**src/rtl/fetch_unit_pkg.sv**
```systemverilog
// Shared pipeline constants for the Riscv151 front end and datapath selects.
// Fetch-side values live alongside the operand and writeback select encodings.
package fetch_unit_pkg;

   localparam int XLEN = 32;

   localparam logic [1:0] PCSEL_PLUS4 = 2'd0;
   localparam logic [1:0] PCSEL_ALU   = 2'd1;

   localparam logic [31:0] NOP_INST = 32'h0000_0013;
   localparam logic [31:0] RESET_PC = 32'h0000_2000;

   localparam logic       ASEL_REG  = 1'b0;
   localparam logic       ASEL_PC   = 1'b1;
   localparam logic       BSEL_REG  = 1'b0;
   localparam logic       BSEL_IMM  = 1'b1;
   localparam logic [1:0] WBSEL_MEM = 2'd0;
   localparam logic [1:0] WBSEL_ALU = 2'd1;
   localparam logic [1:0] WBSEL_PC4 = 2'd2;

   function automatic logic [XLEN-1:0] word_align(input logic [XLEN-1:0] a);
      return {a[XLEN-1:2], 2'b00};
   endfunction

endpackage

```
**src/rtl/fetch_unit_if.sv**
```systemverilog
// Fetch-to-ICache request/response handshake, one request outstanding at a time.
interface fetch_unit_if #(parameter int WIDTH = 32);

   logic             icache_re;
   logic [WIDTH-1:0] icache_addr;
   logic             icache_ready;
   logic             icache_valid;
   logic [31:0]      icache_dout;

   modport master (
      output icache_re, icache_addr,
      input  icache_ready, icache_valid, icache_dout
   );

   modport slave (
      input  icache_re, icache_addr,
      output icache_ready, icache_valid, icache_dout
   );

endinterface

```
**src/rtl/fetch_hold_buf.sv**
```systemverilog
// One-entry skid register that parks an ICache response arriving while the I-stage is stalled.
module fetch_hold_buf #(
   parameter int W = 32
) (
   input  logic         clk,
   input  logic         reset,
   input  logic         push,
   input  logic         pop,
   input  logic         clear,
   input  logic [W-1:0] din,
   output logic [W-1:0] dout,
   output logic         full
);

   logic         full_q, full_d;
   logic [W-1:0] data_q, data_d;

   // Clear beats push so a redirect always discards wrong-path data.
   always_comb begin
      full_d = full_q;
      data_d = data_q;
      if (clear) begin
         full_d = 1'b0;
      end else if (push) begin
         full_d = 1'b1;
         data_d = din;
      end else if (pop) begin
         full_d = 1'b0;
      end
   end

   always_ff @(posedge clk) begin
      if (!reset) begin
         full_q <= 1'b0;
         data_q <= '0;
      end else begin
         full_q <= full_d;
         data_q <= data_d;
      end
   end

   assign dout = data_q;
   assign full = full_q;

endmodule

```
**src/rtl/fetch_unit.sv**
```systemverilog
// I-stage fetch front end: owns the fetch PC, runs the ICache handshake and
// presents the fetched instruction (or a NOP bubble) to the decoder.
module fetch_unit #(
   parameter int               WIDTH    = 32,
   parameter logic [WIDTH-1:0] RESET_PC = fetch_unit_pkg::RESET_PC,
   parameter logic [31:0]      NOP_INST = fetch_unit_pkg::NOP_INST
) (
   input  logic               clk,
   input  logic               reset,
   input  logic [1:0]         PC_Sel,
   input  logic [WIDTH-1:0]   ALU_Out,
   input  logic               Stall,
   fetch_unit_if.master       icache,
   output logic [31:0]        inst,
   output logic               inst_valid,
   output logic [WIDTH-1:0]   PC_I,
   output logic [WIDTH-1:0]   PC_X
);

   import fetch_unit_pkg::*;

   typedef enum logic [1:0] {
      S_REQ  = 2'd0,
      S_WAIT = 2'd1,
      S_DROP = 2'd2
   } state_e;

   state_e           state_q, state_d;
   logic [WIDTH-1:0] pc_fetch_q, pc_fetch_d;
   logic [WIDTH-1:0] pc_i_q, pc_i_d;
   logic [WIDTH-1:0] pc_x_q, pc_x_d;
   logic [31:0]      inst_q, inst_d;
   logic             inst_valid_q, inst_valid_d;

   logic             redirect, rsp_valid, b2b, req_fire;
   logic             hold_full, hold_push, hold_pop;
   logic [31:0]      hold_dout;
   logic [WIDTH-1:0] pc_plus4, target;
   logic             unused_alu_lsb;

   assign redirect  = (PC_Sel == PCSEL_ALU);
   assign rsp_valid = icache.icache_valid;
   assign pc_plus4  = pc_fetch_q + WIDTH'(4);
   assign target    = {ALU_Out[WIDTH-1:2], 2'b00};
   assign unused_alu_lsb = ^ALU_Out[1:0];

   // Back-to-back: a response delivered this cycle immediately launches the next fetch.
   assign b2b = (state_q == S_WAIT) && rsp_valid && !Stall && !redirect && !hold_full;

   assign icache.icache_re   = reset && (((state_q == S_REQ) && !hold_full) || b2b);
   assign icache.icache_addr = b2b ? pc_plus4 : pc_fetch_q;
   assign req_fire           = icache.icache_re && icache.icache_ready;

   assign hold_push = (state_q == S_WAIT) && rsp_valid && Stall && !redirect;
   assign hold_pop  = hold_full && !Stall && !redirect;

   fetch_hold_buf #(.W(32)) u_hold (
      .clk   (clk),
      .reset (reset),
      .push  (hold_push),
      .pop   (hold_pop),
      .clear (redirect),
      .din   (icache.icache_dout),
      .dout  (hold_dout),
      .full  (hold_full)
   );

   always_comb begin
      state_d      = state_q;
      pc_fetch_d   = pc_fetch_q;
      inst_d       = inst_q;
      inst_valid_d = inst_valid_q;
      pc_i_d       = pc_i_q;
      pc_x_d       = pc_x_q;

      if (redirect) begin
         pc_fetch_d   = target;
         inst_d       = NOP_INST;
         inst_valid_d = 1'b0;
         pc_x_d       = pc_i_q;
         // A request accepted this very cycle still owes a response, so it must be dropped.
         case (state_q)
            S_REQ:   state_d = req_fire ? S_DROP : S_REQ;
            default: state_d = rsp_valid ? S_REQ : S_DROP;
         endcase
      end else if (Stall) begin
         case (state_q)
            S_REQ:   if (req_fire)  state_d = S_WAIT;
            S_WAIT:  if (rsp_valid) state_d = S_REQ;
            default: if (rsp_valid) state_d = S_REQ;
         endcase
      end else begin
         pc_x_d       = pc_i_q;
         inst_d       = NOP_INST;
         inst_valid_d = 1'b0;
         case (state_q)
            S_REQ: begin
               // Drain the parked response; pc_fetch still names it since it never advanced.
               if (hold_full) begin
                  inst_d       = hold_dout;
                  inst_valid_d = 1'b1;
                  pc_i_d       = pc_fetch_q;
                  pc_fetch_d   = pc_plus4;
               end
               if (req_fire) state_d = S_WAIT;
            end
            S_WAIT: begin
               if (rsp_valid) begin
                  inst_d       = icache.icache_dout;
                  inst_valid_d = 1'b1;
                  pc_i_d       = pc_fetch_q;
                  pc_fetch_d   = pc_plus4;
                  state_d      = req_fire ? S_WAIT : S_REQ;
               end
            end
            default: if (rsp_valid) state_d = S_REQ;
         endcase
      end
   end

   always_ff @(posedge clk) begin
      if (!reset) begin
         state_q      <= S_REQ;
         pc_fetch_q   <= RESET_PC;
         inst_q       <= NOP_INST;
         inst_valid_q <= 1'b0;
         pc_i_q       <= '0;
         pc_x_q       <= '0;
      end else begin
         state_q      <= state_d;
         pc_fetch_q   <= pc_fetch_d;
         inst_q       <= inst_d;
         inst_valid_q <= inst_valid_d;
         pc_i_q       <= pc_i_d;
         pc_x_q       <= pc_x_d;
      end
   end

   assign inst       = inst_q;
   assign inst_valid = inst_valid_q;
   assign PC_I       = pc_i_q;
   assign PC_X       = pc_x_q;

endmodule
```
**src/flat_wrapper.sv**
```systemverilog
// flat-port wrapper written by rule: the top's interface ports become plain ports
module fetch_unit_flat import fetch_unit_pkg::*;
#(
   parameter int               WIDTH    = 32,
   parameter logic [WIDTH-1:0] RESET_PC = fetch_unit_pkg::RESET_PC,
   parameter logic [31:0]      NOP_INST = fetch_unit_pkg::NOP_INST
)
  (clk, reset, PC_Sel, ALU_Out, Stall, inst, inst_valid, PC_I, PC_X, icache_icache_re, icache_icache_addr, icache_icache_ready, icache_icache_valid, icache_icache_dout);
  fetch_unit_if #(.WIDTH(WIDTH)) icache_i ();
  input  logic clk;
  input  logic reset;
  input  logic [1:0] PC_Sel;
  input  logic [WIDTH-1:0] ALU_Out;
  input  logic Stall;
  output logic [31:0] inst;
  output logic inst_valid;
  output logic [WIDTH-1:0] PC_I;
  output logic [WIDTH-1:0] PC_X;
  output wire logic [$bits(icache_i.icache_re)-1:0] icache_icache_re;
  output wire logic [$bits(icache_i.icache_addr)-1:0] icache_icache_addr;
  input wire logic [$bits(icache_i.icache_ready)-1:0] icache_icache_ready;
  input wire logic [$bits(icache_i.icache_valid)-1:0] icache_icache_valid;
  input wire logic [$bits(icache_i.icache_dout)-1:0] icache_icache_dout;
  assign icache_icache_re = icache_i.icache_re;
  assign icache_icache_addr = icache_i.icache_addr;
  assign icache_i.icache_ready = icache_icache_ready;
  assign icache_i.icache_valid = icache_icache_valid;
  assign icache_i.icache_dout = icache_icache_dout;
  fetch_unit #(.WIDTH(WIDTH), .RESET_PC(RESET_PC), .NOP_INST(NOP_INST)) u_core (.clk(clk), .reset(reset), .PC_Sel(PC_Sel), .ALU_Out(ALU_Out), .Stall(Stall), .icache(icache_i), .inst(inst), .inst_valid(inst_valid), .PC_I(PC_I), .PC_X(PC_X));
endmodule
```
**config.mk**
```make
export PLATFORM = sky130hd
export DESIGN_NAME = fetch_unit_flat
export DESIGN_NICKNAME = d
export VERILOG_FILES = /design/src/rtl/fetch_unit_pkg.sv /design/src/rtl/fetch_unit_if.sv /design/src/rtl/fetch_hold_buf.sv /design/src/rtl/fetch_unit.sv /design/src/flat_wrapper.sv
export SDC_FILE = /design/constraint.sdc
export NUM_CORES = 1
export LEC_CHECK = 0
export BUFFER_PORTS_ARGS = -buffer_cell sky130_fd_sc_hd__buf_2
export CAP_MARGIN = 40
export CELL_PAD_IN_SITES_DETAIL_PLACEMENT = 1
export CELL_PAD_IN_SITES_GLOBAL_PLACEMENT = 2
export CORE_ASPECT_RATIO = 0.7
export CORE_MARGIN = 2
export CORE_UTILIZATION = 29
export CTS_CLUSTER_SIZE = 40
export DETAILED_ROUTE_END_ITERATION = 10
export GPL_TIMING_DRIVEN = 0
export HOLD_SLACK_MARGIN = 0.05
export PLACE_DENSITY_LB_ADDON = 0.12
export REMOVE_ABC_BUFFERS = 1
export SYNTH_ARGS = -nofsm -noshare
export SYNTH_HDL_FRONTEND = slang
export SYNTH_SLANG_ARGS = --single-unit
```
**constraint.sdc**
```tcl
create_clock -name clk -period 2.2 [get_ports clk]
set_input_delay 0.44 -clock clk [delete_from_list [all_inputs] [get_ports clk]]
set_output_delay 0.44 -clock clk [all_outputs]
set_load 0.005 [all_outputs]
```
==> results.json, run 1 <==
{
  "irDropWorstVdd_uv": 532,
  "synth.distinct_cells": 52,
  "port_buffers": 192,
  "p_clk_frac": 0.436,
  "regToRegSetupSlack_ps": 20,
  "grt.met1_usage": 0.316,
  "fin_crit_ps": 2500,
  "dp_worst_setup_slack_ps": -1140,
  "clk_pin_slew_worst_paths_ps": 60,
  "initial_core_util": 0.298,
  "grt_busiest_layer": "met1",
  "rows": 47,
  "grt_pass1_wl_um": 42400,
  "top_level_ports": 201,
  "coreArea_sq_um": 23800,
  "drt.antenna.violating_nets": 0,
  "layout.nets": 1192,
  "netlist.area_leader.share": 0.446,
  "ys_ff_latch": 158,
  "tightest_slew_ps": 909,
  "die_x_um": 191,
  "place_congestion": 0.776,
  "cpLargestDelayFamily": "simple AND/OR/NAND/NOR gates",
  "cts_buffers": 17,
  "via_count": 7357,
  "startpoint": "u_core.pc_fetch_q[3]",
  "max_freq_mhz": 400,
  "netlist_area_sq_um": 7090,
  "root_buffer": "clkbuf_16",
  "hp-class": "in2reg",
  "die_h_um": 135,
  "cp.required_ps": 1760,
  "slowest_stage": "dfxtp_4",
  "cts.sinks": 158,
  "reg2regPathDepth": 6,
  "diodes": 0,
  "p_sw_frac": 0.264,
  "ys_top_cells_by_count": "nand2_1 (209), dfxtp_1 (158), a21oi_1 (103)",
  "p_per_area_nw_per_um2": 655,
  "grt_pass1_vias": 7229,
  "grt_max_degree": 52,
  "worstHoldStart": "icache_icache_dout[20]",
  "crit_arrival_ps": 2060,
  "cap_violations": 0,
  "routed_wl_um": 27900,
  "gr-total-overflow": 0,
  "h-tree-depth": 4,
  "r2r-end": "u_core.u_hold.dout[10]",
  "syn_to_final_growth_pct": 43.3,
  "cts_hold_buf": 0,
  "final_cell_count_no_fill": 1451,
  "synth_area_leaders": "dfxtp_1 (45%), nand2_1 (11%), a21oi_1 (7.3%)",
  "slew_headroom": 0.393,
  "avgRoutedWirePerCell_um": 19.2,
  "use_met3": 0.0546,
  "p_sw_uw": 1760,
  "holdPathStages": 3,
  "combPwrFrac": 0.111,
  "die-area_sq_um": 25700,
  "drive_gt1_frac": 0.364,
  "cp-start-kind": "register",
  "place_area_sq_um": 8330,
  "worstSetupPathType": "reg2out",
  "finalSetupTns_ps": -5190,
  "path_max_fanout": 6,
  "routed_via_density": 5.07,
  "grtUsageMet2": 0.314,
  "path_buf_inv": 2,
  "fin_ws_ps": -303,
  "clock_path_buffers": 2,
  "finalPower_uw": 6650,
  "dr.pass1.iters": 4,
  "path_cells": "ha_4, and4_4, nand4_4, buf_4, nor3_4, xor2_1, buf_2",
  "post-synth-top-area-cell": "dfxtp_1",
  "min_delay_worst_endpoint": "u_core.u_hold.dout[20]",
  "cpPeakStageDelay_ps": 370,
  "synth_edf_count": 0,
  "p_leak_uw": 0.00425,
  "report.final.slew_viol_count": 0,
  "internal-power_uw": 4900,
  "final_area_sq_um": 10200,
  "ys_warn_count": 0,
  "syn_area_per_cell_sq_um": 7.84,
  "drc": 0,
  "fillers": 2857,
  "yosysSeqAreaShare": 0.446,
  "insertion_delay_ps": 440,
  "violations": "negative setup slack",
  "fin_worst_skew_ps": 11.5,
  "yosysMostFrequentCell": "nand2_1",
  "fin_crit_sh": 1.14,
  "endpoint_kind": "output pin",
  "rsz0062_at_grt": "true",
  "track_usage": 0.215,
  "dp_hpwl_um": 18300,
  "placed_cells": 1341,
  "finalHoldViolCount": 0,
  "drtIter0Drc": 328,
  "setup_violations": 31,
  "reg2reg_from": "u_core.state_q[1]",
  "antenna_found_initial": 1,
  "synthArstFlopShare": 0,
  "syn_inst": 904,
  "outcome": "complete, but fails checks",
  "cts_tree": "built",
  "pwr-share-seq": 0.452,
  "synth-main-ff-cell": "dfxtp_1"
}
## cell families after synthesis
kind of cell	count (synthesis)	share of synthesized area
mux	2	0.00300
xor+xnor	37	0.0457
fa+ha+maj	1	0.00176
flops	158	0.446
buf+inv	97	0.0623
simple gates	400	0.263
other cells	1	0.000529
compound gates	208	0.178
## through the flow
| stage | util | hold slack (ps) |
|---|---|---|
| final | 0.427 | 255 |
| after global routing | 0.427 | 243 |
| after global placement | 0.338 | 437 |
| after CTS | 0.418 | 236 |
| after floorplan | - | 436 |
| after detailed placement | 0.350 | 441 |
## area by class of cell
class	count	area (sq um)	area share
clock buffers	24	482	0.0474
clock inverters	8	82.6	0.00813
inverters	4	17.5	0.00172
multi-input cells	656	4030	0.396
flip-flops and latches	158	3270	0.322
well taps	318	398	0.0392
repair buffers	283	1890	0.186
## how the worst max path moves through the flow
stage	cells past startpoint	slack, ps	to
2_1_floorplan	4	-1120	icache_icache_addr[20]
4_1_cts	7	-300	icache_icache_addr[22]
5_1_grt	7	-370	icache_icache_addr[16]
3_3_place_gp	5	-3720	u_core.u_hold.dout[27]
6_report	7	-300	icache_icache_addr[22]
3_5_place_dp	6	-1140	icache_icache_addr[11]
## per-layer routing
| metal | routed length (um) | vias to the layer above |
|---|---|---|
| met2 | 12000 | 183 |
| met4 | 235 | 2 |
| met3 | 1670 | 18 |
| met1 | 14000 | 3549 |
| met5 | 11 | - |
| li1 | - | 3605 |
## tightest hold or removal path, cell delays in order
cell and delay [ps]:
buf_2 100, nand2_1 50, a21oi_1 50
## flip-flops by register name (all words and copies together) (netlist names)
name,cells
u_core.u_hold.dout,32
u_core.pc_fetch_q,30
u_core.PC_I,30
u_core.u_hold.full,1
u_core.inst_valid,1
u_core.inst,32
u_core.PC_X,30
u_core.state_q,2
## layout by cell type (no fill, tap or decap), types with 14 or more instances in the layout
cell type  count
buf_2        191
clkbuf_16     17
nor2_1        39
dfxtp_1      128
xor2_1        20
a21oi_1      102
dfxtp_4       28
buf_6         18
buf_4         63
nand4_1       15
a221oi_1      29
o21ai_0       29
a31oi_1       15
or4_1         14
nor3_1        34
nand2_1      205
## what timing repair did
item	CTS	global route
pin swaps	52	28
setup endpoints to repair	77	67
gates cloned	3	0
buffers inserted	58	20
resized for setup	155	19
## power groups by stage
stage / sequential (uW) / clock [uW] / combinational (uW)
2_1_floorplan: 3070 / 0 / 255
3_3_place_gp: 3110 / 0 / 528
3_5_place_dp: 3110 / 0 / 581
4_1_cts: 3010 / 2970 / 709
5_1_grt: 3020 / 3100 / 811
6_report: 3010 / 2900 / 740
No activity file was read; power rests on OpenSTA's default activity.
==> inputs of run 2 (changes only) <==
--- a/config.mk
+++ b/config.mk
@@ -5,13 +5,15 @@
 export SDC_FILE = /design/constraint.sdc
 export NUM_CORES = 1
 export LEC_CHECK = 0
+export ABC_AREA = 1
+export ABC_CLOCK_PERIOD_IN_PS = 2200
 export BUFFER_PORTS_ARGS = -buffer_cell sky130_fd_sc_hd__buf_2
 export CAP_MARGIN = 40
 export CELL_PAD_IN_SITES_DETAIL_PLACEMENT = 1
 export CELL_PAD_IN_SITES_GLOBAL_PLACEMENT = 2
 export CORE_ASPECT_RATIO = 0.7
 export CORE_MARGIN = 2
-export CORE_UTILIZATION = 29
+export CORE_UTILIZATION = 28
 export CTS_CLUSTER_SIZE = 40
 export DETAILED_ROUTE_END_ITERATION = 10
 export GPL_TIMING_DRIVEN = 0
==> results.json, run 2 <==
{
  "drive_gt1_frac": 0.368,
  "syn_inst": 1037,
  "finalHoldViolCount": 0,
  "yosysSeqAreaShare": 0.442,
  "avgRoutedWirePerCell_um": 18.2,
  "h-tree-depth": 4,
  "yosysMostFrequentCell": "nand2_1",
  "synth_edf_count": 0,
  "routed_wl_um": 29400,
  "die-area_sq_um": 26900,
  "netlist_area_sq_um": 7150,
  "slowest_stage": "dfxtp_4",
  "combPwrFrac": 0.115,
  "synth.distinct_cells": 28,
  "setup_violations": 24,
  "syn_to_final_growth_pct": 49.1,
  "startpoint": "u_core.pc_fetch_q[12]",
  "ys_ff_latch": 158,
  "grt_pass1_vias": 7653,
  "report.final.slew_viol_count": 0,
  "drc": 0,
  "placed_cells": 1503,
  "max_freq_mhz": 419,
  "outcome": "complete, but fails checks",
  "initial_core_util": 0.288,
  "gr-total-overflow": 0,
  "finalPower_uw": 7050,
  "violations": "negative setup slack",
  "tightest_slew_ps": 515,
  "fillers": 3061,
  "place_congestion": 0.791,
  "path_max_fanout": 4,
  "holdPathStages": 3,
  "worstSetupPathType": "reg2out",
  "cts.sinks": 158,
  "syn_area_per_cell_sq_um": 6.90,
  "place_area_sq_um": 8490,
  "fin_crit_ps": 2380,
  "pwr-share-seq": 0.428,
  "dp_worst_setup_slack_ps": -2880,
  "worstHoldStart": "ALU_Out[13]",
  "reg2reg_from": "u_core.state_q[0]",
  "clk_pin_slew_worst_paths_ps": 70,
  "cpPeakStageDelay_ps": 380,
  "layout.nets": 1347,
  "die_x_um": 195,
  "ys_top_cells_by_count": "nand2_1 (270), dfxtp_1 (158), o21ai_0 (132)",
  "via_count": 7726,
  "synth_area_leaders": "dfxtp_1 (44%), nand2_1 (14%), o21ai_0 (9.2%)",
  "die_h_um": 138,
  "drt.antenna.violating_nets": 0,
  "antenna_found_initial": 2,
  "coreArea_sq_um": 24900,
  "cap_violations": 0,
  "dr.pass1.iters": 4,
  "cts_buffers": 17,
  "irDropWorstVdd_uv": 563,
  "ys_warn_count": 0,
  "cp-start-kind": "register",
  "hp-class": "in2reg",
  "fin_crit_sh": 1.08,
  "grt_max_degree": 50,
  "grt_pass1_wl_um": 44800,
  "routed_via_density": 4.79,
  "layout_commonest_cell": "nand2_1",
  "cp.required_ps": 1760,
  "internal-power_uw": 5230,
  "final_area_sq_um": 10700,
  "rsz0062_at_grt": "true",
  "endpoint_kind": "output pin",
  "dp_hpwl_um": 18600,
  "clock_path_buffers": 2,
  "post-synth-top-area-cell": "dfxtp_1",
  "reg2regPathDepth": 11,
  "drtIter0Drc": 267,
  "crit_arrival_ps": 1940,
  "slew_headroom": 0.656,
  "p_per_area_nw_per_um2": 661,
  "track_usage": 0.219,
  "p_clk_frac": 0.458,
  "fin_ws_ps": -185,
  "port_buffers": 192,
  "final_util": 0.429,
  "cts_tree": "built",
  "fin_worst_skew_ps": 12.8,
  "insertion_delay_ps": 440,
  "top_level_ports": 201,
  "synthArstFlopShare": 0,
  "p_sw_uw": 1820,
  "synth-main-ff-cell": "dfxtp_1",
  "final_cell_mix": "nand2_1 (227), buf_2 (189), dfxtp_1 (133)",
  "root_buffer": "clkbuf_16",
  "p_leak_uw": 0.00464,
  "p_sw_frac": 0.258,
  "final_cell_count_no_fill": 1613,
  "netlist.area_leader.share": 0.442,
  "path_cells": "clkinvlp_4, nor3_4, nand2_2, nor2_4, nand2_1, nand2_1, nand2_1, nand2_1, o21ai_1, buf_2",
  "rows": 48,
  "crit_top_cell": "nand2_1"
}
==> run 2: changes by cell type in the layout (fill, tap and decap cells not counted), sizes merged, moves of 29 or more <==
cell / delta
nor3: -37
a221oi: -29
inv: +59
nor2: +92
nand2: +62
o21ai: +105
==> run 2: per-stage QoR <==
stage	TNS, ps	hold slack, ps
after floorplan	-51530	424
after global placement	-419280	442
after detailed placement	-190070	441
after CTS	-3330	224
after global routing	-6100	241
final	-2940	247
==> run 2: critical path: cells and delay by family, from the launching register on <==
kind,cells,cell delay [ps]
flops,1,380
buf+inv,2,280
simple gates,7,790
compound gates,1,50
==> run 2: final timing paths <==
kind                                  to  slack (ps)
setup reg to reg         u_core.inst[21]         190
setup / recovery  icache_icache_addr[30]        -180
hold / removal     u_core.pc_fetch_q[13]         250
hold reg to reg    u_core.u_hold.dout[5]         450
==> run 2: cells by family (layout without fill, tap and decap cells) <==
logic type	Yosys count	in the layout	synth area share
AOI/OAI and AO/OA	287	287	0.216
adders and majority gates	1	1	0.00175
other	1	7	0.000524
DFF	158	158	0.442
buffers and inverters	134	376	0.0779
and+or+nand+nor	441	444	0.243
xor gates and xnor gates	15	15	0.0184
==> run 2: power by group through the flow <==
stage / clock network (uW) / logic, uW / registers [uW]
after global placement: 0 / 604 / 3070
after CTS: 3330 / 760 / 3020
after floorplan: 0 / 289 / 3070
after detailed placement: 0 / 649 / 3080
after global routing: 3430 / 894 / 3030
final: 3230 / 809 / 3020
==> run 2: final cells by class <==
cell class,instances,area [sq um],area share
diodes,1,2.50,0.000235
clock buffers,21,460,0.0432
clock inverters,10,161,0.0151
inverters,67,299,0.0280
multi-input cells,753,4100,0.385
flip-flops and latches,158,3230,0.303
well taps,325,407,0.0381
repair buffers,278,1990,0.187
==> run 2: routing by layer <==
layer / up-vias / GRT usage / share of wire
li1: 3856 / - / -
met1: 3713 / 0.322 / 0.53
met2: 139 / 0.321 / 0.42
met3: 16 / 0.0475 / 0.042
met4: 2 / 0.0534 / 0.0076
met5: - / 0 / 0.00041
==> run 2: timing repair <==
item,4_1_cts,5_1_grt
hold endpoints to repair,0,0
hold buffers,0,0
resized for setup,183,83
buffers inserted,48,24
cloned,7,1
pin swaps,43,41
setup endpoints to repair,150,90
==> inputs of run 3 (changes only) <==
--- a/config.mk
+++ b/config.mk
@@ -6,7 +6,6 @@
 export NUM_CORES = 1
 export LEC_CHECK = 0
 export ABC_AREA = 1
-export ABC_CLOCK_PERIOD_IN_PS = 2200
 export BUFFER_PORTS_ARGS = -buffer_cell sky130_fd_sc_hd__buf_2
 export CAP_MARGIN = 40
 export CELL_PAD_IN_SITES_DETAIL_PLACEMENT = 1
@@ -18,6 +17,7 @@
 export DETAILED_ROUTE_END_ITERATION = 10
 export GPL_TIMING_DRIVEN = 0
 export HOLD_SLACK_MARGIN = 0.05
+export MAX_ROUTING_LAYER = met4
 export PLACE_DENSITY_LB_ADDON = 0.12
 export REMOVE_ABC_BUFFERS = 1
 export SYNTH_ARGS = -nofsm -noshare
==> results.json, run 3 (synthesized netlist as in run 2, its figures left out) <==
{
  "cap_violations": 0,
  "root_buffer": "clkbuf_16",
  "h-tree-depth": 4,
  "cts_tree": "built",
  "hp-class": "in2reg",
  "path_cells": "nand2_2, nor2_2, nand2_2, nor2_4, nand2_1, nand2_1, nand2_1, nand2_1, o21ai_1, buf_2",
  "crit_top_cell": "nand2_1",
  "outcome": "complete, but fails checks",
  "fin_crit_ps": 2390,
  "insertion_delay_ps": 440,
  "slew_headroom": 0.667,
  "violations": "negative setup slack",
  "cts_buffers": 17,
  "avgRoutedWirePerCell_um": 18.2,
  "crit_arrival_ps": 1950,
  "clk_pin_slew_worst_paths_ps": 70,
  "worst_hold_slack_ps": 254,
  "antenna_found_initial": 2,
  "irDropWorstVdd_uv": 551,
  "endpoint_kind": "output pin",
  "syn_to_final_growth_pct": 49.2,
  "initial_core_util": 0.288,
  "fin_ws_ps": -193,
  "p_per_area_nw_per_um2": 661,
  "port_buffers": 192,
  "via_count": 7728,
  "drt.antenna.violating_nets": 0,
  "dp_hpwl_um": 18600,
  "cts_hold_buf": 0,
  "report.final.slew_viol_count": 0,
  "final_cell_mix": "nand2_1 (227), buf_2 (189), dfxtp_1 (133)",
  "fin_crit_sh": 1.09,
  "cts.sinks": 158,
  "tightest_slew_ps": 499,
  "finalSetupTns_ps": -2740,
  "final_area_sq_um": 10700,
  "coreArea_sq_um": 24900,
  "drive_gt1_frac": 0.368,
  "grt_pass1_wl_um": 44800,
  "worstSetupPathType": "reg2out",
  "placed_cells": 1503,
  "rsz0062_at_grt": "true",
  "setup_violations": 23,
  "grt_pass1_vias": 7659,
  "fin_worst_skew_ps": 13.1,
  "max_freq_mhz": 418,
  "cp-start-kind": "register",
  "cp.required_ps": 1760,
  "drtIter0Drc": 288,
  "die_h_um": 138,
  "place_congestion": 0.802,
  "grt_max_degree": 50,
  "track_usage": 0.226,
  "rows": 48,
  "place_area_sq_um": 8490,
  "p_leak_uw": 0.00464,
  "path_max_fanout": 4,
  "clock_path_buffers": 2,
  "layout_commonest_cell": "nand2_1",
  "routed_wl_um": 29400,
  "final_cell_count_no_fill": 1614,
  "routed_via_density": 4.79,
  "drc": 0,
  "die_x_um": 195,
  "top_level_ports": 201,
  "cpPeakStageDelay_ps": 380,
  "layout.nets": 1347,
  "gr-total-overflow": 0,
  "dr.pass1.iters": 4,
  "slowest_stage": "dfxtp_4",
  "finalHoldViolCount": 0,
  "die-area_sq_um": 26900
}
-- run 3: cell types whose count changed in the layout (fill, tap and decap cells not counted) --
| cell | change |
|---|---|
| nor2_2 | -1 |
| nor2_4 | +1 |
| diode_2 | +1 |
-- run 3: critical path, delay by kind of cell, from the launching register on --
family / cells / cell delay (ps)
AOI/OAI and AO/OA: 1 / 50
buffers and inverters: 1 / 120
DFF: 1 / 380
and+or+nand+nor: 8 / 970
-- run 3: layout make-up --
| cell class | count | area, sq um |
|---|---|---|
| Fill cell | 3066 | 14200 |
| Sequential cell | 158 | 3230 |
| Clock inverter | 10 | 161 |
| Clock buffer | 21 | 460 |
| Inverter | 67 | 299 |
| Tap cell | 325 | 407 |
| Timing Repair Buffer | 278 | 1990 |
| Antenna cell | 2 | 5.00 |
| Multi-Input combinational cell | 753 | 4110 |
-- run 3: path summary, 6_finish.rpt --
| path | from | endpoint | slack [ps] | cells past startpoint |
|---|---|---|---|---|
| max | u_core.pc_fetch_q[8] | icache_icache_addr[30] | -190 | 10 |
| min | ALU_Out[13] | u_core.pc_fetch_q[13] | 250 | 3 |
| max reg2reg | u_core.state_q[0] | u_core.inst[21] | 200 | 11 |
| min reg2reg | u_core.u_hold.dout[5] | u_core.u_hold.dout[5] | 450 | 2 |
-- run 3: what timing repair did --
item,4_1_cts,5_1_grt
gates resized for setup,183,84
pin swaps,43,41
setup buffers,48,24
setup endpoints to repair,150,90
cloned,7,1
-- run 3: report_power, final --
part           leakage, uW  internal (uW)  total (uW)  switching [uW]
Sequential         0.00130           2940        3020            73.1
Clock             0.000296           1950        3220            1270
Combinational      0.00305            335         808             474
-- run 3: through the flow --
step | utilization | worst slack (ps) | total power [uW]
final | 0.429 | -193 | 7050
after floorplan | - | -1370 | 3360
after CTS | 0.410 | -192 | 7110
after global placement | 0.331 | -4140 | 3680
after detailed placement | 0.342 | -2880 | 3730
after global routing | 0.429 | -323 | 7360
-- run 3: routing by layer --
layer / track usage / share of wire
met1: 0.326 / 0.53
met2: 0.320 / 0.42
met3: 0.0460 / 0.042
met4: 0.0534 / 0.0067
met5: - / 0
